### src/rtl/uart_rx_fifo.sv
// UART receiver (8N1, 16x-free mid-bit sampling) feeding a first-word
// fall-through byte FIFO with sticky framing and overrun flags.
module uart_rx_fifo #(
    parameter int CLKS_PER_BIT = 434,
    parameter int ADDR_W       = 4
) (
    input  logic              clk,
    input  logic              rst,
    input  logic              ser_rxd,
    input  logic              rd_en,
    input  logic              err_clr,
    output logic [7:0]        dout,
    output logic              rxd_rdy,
    output logic              full,
    output logic [ADDR_W:0]   count,
    output logic              frame_err,
    output logic              overrun
);

    localparam int DEPTH = 1 << ADDR_W;
    localparam int CW    = $clog2(CLKS_PER_BIT);
    localparam logic [CW-1:0] BIT_END = CW'(CLKS_PER_BIT - 1);
    localparam logic [CW-1:0] HALF    = CW'(CLKS_PER_BIT / 2 - 1);
    localparam logic [ADDR_W:0] FULL_CNT = (ADDR_W + 1)'(DEPTH);

    typedef enum logic [2:0] {
        IDLE, START, DATA, STOP, WAIT_IDLE
    } state_t;

    state_t              state;
    logic                rx_meta;
    logic                rxs;
    logic [CW-1:0]       cyc;
    logic [2:0]          bitc;
    logic [7:0]          shreg;
    logic                at_end;
    logic                push;
    logic                fe_set;
    logic                pop;
    logic                wr;
    logic                ov_set;
    logic [ADDR_W-1:0]   wr_ptr;
    logic [ADDR_W-1:0]   rd_ptr;
    logic [7:0]          mem [DEPTH];

    always_ff @(posedge clk or negedge rst) begin
        if (!rst) begin
            rx_meta <= 1'b1;
            rxs     <= 1'b1;
        end else begin
            rx_meta <= ser_rxd;
            rxs     <= rx_meta;
        end
    end

    always_comb begin
        at_end = (cyc == BIT_END);
        push   = (state == STOP) && at_end && rxs;
        fe_set = (state == STOP) && at_end && !rxs;
    end

    always_ff @(posedge clk or negedge rst) begin
        if (!rst) begin
            state <= IDLE;
            cyc   <= '0;
            bitc  <= '0;
            shreg <= '0;
        end else begin
            unique case (state)
                IDLE: begin
                    cyc  <= '0;
                    bitc <= '0;
                    if (!rxs) state <= START;
                end
                START: begin
                    if (cyc == HALF) begin
                        cyc   <= '0;
                        state <= rxs ? IDLE : DATA;
                    end else begin
                        cyc <= cyc + 1'b1;
                    end
                end
                DATA: begin
                    if (at_end) begin
                        cyc   <= '0;
                        shreg <= {rxs, shreg[7:1]};
                        bitc  <= bitc + 1'b1;
                        if (bitc == 3'd7) state <= STOP;
                    end else begin
                        cyc <= cyc + 1'b1;
                    end
                end
                STOP: begin
                    if (at_end) begin
                        cyc   <= '0;
                        state <= rxs ? IDLE : WAIT_IDLE;
                    end else begin
                        cyc <= cyc + 1'b1;
                    end
                end
                WAIT_IDLE: begin
                    if (rxs) state <= IDLE;
                end
                default: state <= IDLE;
            endcase
        end
    end

    // A pop frees the slot on the same edge, so push-on-full still lands.
    assign pop    = rd_en && rxd_rdy;
    assign wr     = push && (!full || pop);
    assign ov_set = push && full && !pop;

    always_ff @(posedge clk) begin
        if (wr) mem[wr_ptr] <= shreg;
    end

    always_ff @(posedge clk or negedge rst) begin
        if (!rst) begin
            wr_ptr <= '0;
            rd_ptr <= '0;
            count  <= '0;
        end else begin
            if (wr)  wr_ptr <= wr_ptr + 1'b1;
            if (pop) rd_ptr <= rd_ptr + 1'b1;
            if (wr && !pop)      count <= count + 1'b1;
            else if (pop && !wr) count <= count - 1'b1;
        end
    end

    always_ff @(posedge clk or negedge rst) begin
        if (!rst) begin
            frame_err <= 1'b0;
            overrun   <= 1'b0;
        end else begin
            if (fe_set)       frame_err <= 1'b1;
            else if (err_clr) frame_err <= 1'b0;
            if (ov_set)       overrun <= 1'b1;
            else if (err_clr) overrun <= 1'b0;
        end
    end

    assign rxd_rdy = (count != '0);
    assign full    = (count == FULL_CNT);
    assign dout    = rxd_rdy ? mem[rd_ptr] : 8'h00;

endmodule
### config.mk
export PLATFORM = sky130hd
export DESIGN_NAME = uart_rx_fifo
export DESIGN_NICKNAME = d
export VERILOG_FILES = /design/src/rtl/uart_rx_fifo.sv
export SDC_FILE = /design/constraint.sdc
export NUM_CORES = 1
export LEC_CHECK = 0
export CAP_MARGIN = 15
export CORE_MARGIN = 3
export CORE_UTILIZATION = 35
export DETAILED_ROUTE_END_ITERATION = 10
export PLACE_DENSITY_LB_ADDON = 0.2
export SYNTH_ARGS = -nofsm -noshare
export SYNTH_HDL_FRONTEND = slang
export SYNTH_SLANG_ARGS = --single-unit
export TNS_END_PERCENT = 10
### constraint.sdc
create_clock -name clk -period 3.75 [get_ports clk]
set_input_delay 1.125 -clock clk [delete_from_list [all_inputs] [get_ports clk]]
set_output_delay 1.125 -clock clk [all_outputs]
set_load 0.02 [all_outputs]
==> impl_summary.log <==
INFO  metric die-width = 148.6 um
INFO  metric stdcell_area = 8300 um^2
INFO  metric largest_area_contributor_in_the_synthesized_netlist = edfxtp_1
INFO  metric via_per_inst = 5.014
INFO  metric synth.yosys.warnings = 0
INFO  metric slew_viol_final = 0
INFO  metric grt_setup_unrepaired = false
INFO  metric crit_path_max_fanout = 9
INFO  metric synthesis.area_per_instance = 17.31 um^2
INFO  metric detail_route.drc_violations = 0
INFO  metric end_kind = output port
INFO  metric post_detailed_placement_half_perimeter_wirelength = 8906 um
INFO  metric synth-seq-area-share = 68.13%
INFO  metric timing.clock.skew = 0.005782 ns
INFO  metric post-route-period-util = 97.03%
INFO  metric preCtsSetupSlack = 0.08073 ns
INFO  metric finalHoldViolations = 0
INFO  metric layout.core_utilization = 42.10%
INFO  metric ys_async_sr_fraction = 23.81%
INFO  metric remaining_global_route_overflow = 0
INFO  metric critPathLaunchType = register
INFO  metric number_of_clock_sinks_seen_by_cts = 168
INFO  metric clk_pin_slew = 0.06 ns
INFO  metric yosysUniqueCellTypes = 49
INFO  metric finalWeightedCongestion = 0.7071
INFO  metric synth_edf_count = 128
INFO  metric fin_tns_setup = 0 ns
INFO  metric actual_slew_at_the_worst_max_slew_pin = 0.9182 ns
INFO  metric multi_input_area = 2118 um^2
INFO  metric cts_tree = done
INFO  metric final_antenna_net_count = 0
INFO  metric grt_first_pass_wirelength = 22190 um
INFO  metric cts_max_level = 4
INFO  metric layout.filler_cells = 1756
INFO  metric port_buffers = 21
INFO  metric syn_nets = 431
INFO  metric synth_commonest_cells = edfxtp_1, dfrtp_1, mux4_2
INFO  metric worst_slew_margin_rel = 38.79%
INFO  metric power-per-cell-area = 455.9 nW/um^2
INFO  metric all_layer_global_routing_usage = 13.63%
INFO  metric layout_setup_ws = 0.1115 ns
INFO  metric coreArea = 19720 um^2
INFO  metric drt_wl_total = 14480 um
INFO  metric synthMostInstantiatedCell = edfxtp_1
INFO  metric cts_hold_repair.buffers = 0
INFO  metric clk_latency = 0.42 ns
INFO  metric hold_path_class = register to register
INFO  metric dr.pass1.iters = 5
INFO  metric placed_area = 7641 um^2
INFO  metric ys_ff_latch = 168
INFO  metric drt-initial-drc-count = 268
INFO  metric initial_antenna_violation_count = 0
INFO  metric timing.final.crit_period = 3.639 ns
INFO  metric power.ir.vdd_worst = 0.3075 mV
INFO  metric floorplan.die_area = 22070 um^2
INFO  metric cts_max_path_buffers = 2
INFO  metric routedWlPerCell = 20.06 um
INFO  metric yosys-top-cells-area = edfxtp_1, dfrtp_1, mux4_2
INFO  metric num_vias = 3620
INFO  metric floorplan.initialDensity = 36.08%
INFO  metric result_of_the_run = complete, no violations
INFO  metric maxCapViolCount = 0
INFO  metric grt_pass1_vias = 3666
INFO  metric ioPinCount = 22
INFO  metric cts_inserted_buffers = 17
INFO  metric nets = 464
INFO  metric syn2layout_area_growth = 16.67%
INFO  metric setup_viol = 0
INFO  metric critPathRequiredTime = 2.62 ns
INFO  metric synthFlopType = edfxtp_1
INFO  metric type_of_the_setup_path_with_the_least_slack = register to output port
INFO  metric cellLeakagePower = 3.334 nW
INFO  metric grt_max_degree = 41
INFO  metric num_antenna_cells = 0
INFO  metric post-synth-top-area-fraction = 54.03%
INFO  metric synthesis.instances = 411
INFO  metric fmax = 274.8 MHz
INFO  metric cts-root-buf = clkbuf_16
INFO  metric placement_rows = 51
INFO  metric dieHeight = 148.6 um
INFO  metric area.sequential = 4848 um^2
INFO  metric final_layout_size_suffix_gt1_share = 21.88%
INFO  metric netlist_area = 7114 um^2
INFO  metric cp.arrival = 2.51 ns
## cell families after synthesis
family | after synthesis | synth area share (%)
DFF | 168 | 68.13
and+or+nand+nor | 73 | 6.332
muxes | 59 | 14.61
AOI/OAI and AO/OA | 53 | 4.608
buffers and inverters | 31 | 2.093
adders and majority gates | 15 | 2.744
xor gates and xnor gates | 12 | 1.477
## area by class of cell
type / count / share of cell area (%)
clock buffer: 19 / 5.216
inverter: 10 / 0.4522
multi-input combinational: 212 / 25.52
clock inverter: 13 / 2.035
timing repair buffer: 35 / 4.371
tap: 265 / 3.995
sequential: 168 / 58.41
## layout by cell type (no fill, tap or decap), types with 8 or more instances in the layout
cell,instances
a21oi_1,18
and3_1,15
buf_4,10
clkbuf_16,19
clkdlybuf4s50_1,12
dfrtp_1,37
edfxtp_1,128
ha_1,14
inv_1,10
mux2_2,11
mux2i_1,9
mux4_2,32
nand2_1,13
nor2_1,10
o21ai_0,16
xnor2_1,8
## path summary, 6_finish.rpt
| kind | startpoint | to | slack, ns | cells after the start |
|---|---|---|---|---|
| worst max-delay path | rd_ptr[1] | dout[6] | 0.11 | 6 |
| worst min-delay path | rx_meta | rxs | 0.36 | 0 |
| worst max register to register | count[0] | count[4] | 0.47 | 9 |
| worst min register to register | rx_meta | rxs | 0.36 | 0 |
| max in group asynchronous | rst | rd_ptr[1] | 2.29 | 1 |
| min in group asynchronous | rst | count[0] | 0.84 | 1 |
## power breakdown
group	internal, mW	switching [mW]	total [mW]
clock network	1.06	0.729	1.79
registers	1.98	0.000509	1.98
logic	0.00360	0.0112	0.0148
## registers in the layout (all words and copies together), names as in the netlist, 3 cells and up
signal  flops
bitc        3
count       5
cyc         9
mem       128
rd_ptr      4
shreg       8
state       3
wr_ptr      4
## per-layer routing
layer,wire [um],global-route usage [%],vias up
li1,-,-,1692
met1,6921,19.68,1845
met2,6691,20.69,69
met3,705,3.382,14
met4,161,3.741,0
met5,0,0,-
## timing repair
item	4_1_cts	5_1_grt
gates cloned	0	2
setup endpoints to repair	8	2
setup buffers	0	2
resized for setup	8	2
## worst max-delay path, stage by stage, from the launching register on
cell           delay [ns]
dfrtp_2              0.48
clkbuf_16            0.22
mux4_2               0.51
mux2_2               0.28
o21ai_0              0.17
a21oi_1              0.06
dlygate4sd2_1        0.36
## stage by stage
step / power [mW] / hold slack [ns] / cells
finish: 3.785 / 0.3589 / 722
global route: 3.905 / 0.3631 / 722
CTS: 3.829 / 0.3598 / 718
detailed placement: 2.038 / 0.3468 / 686
global placement: 2.037 / 0.3488 / 686
floorplan: 2.023 / 0.3452 / 411
No activity file was read; power rests on OpenSTA's default activity.
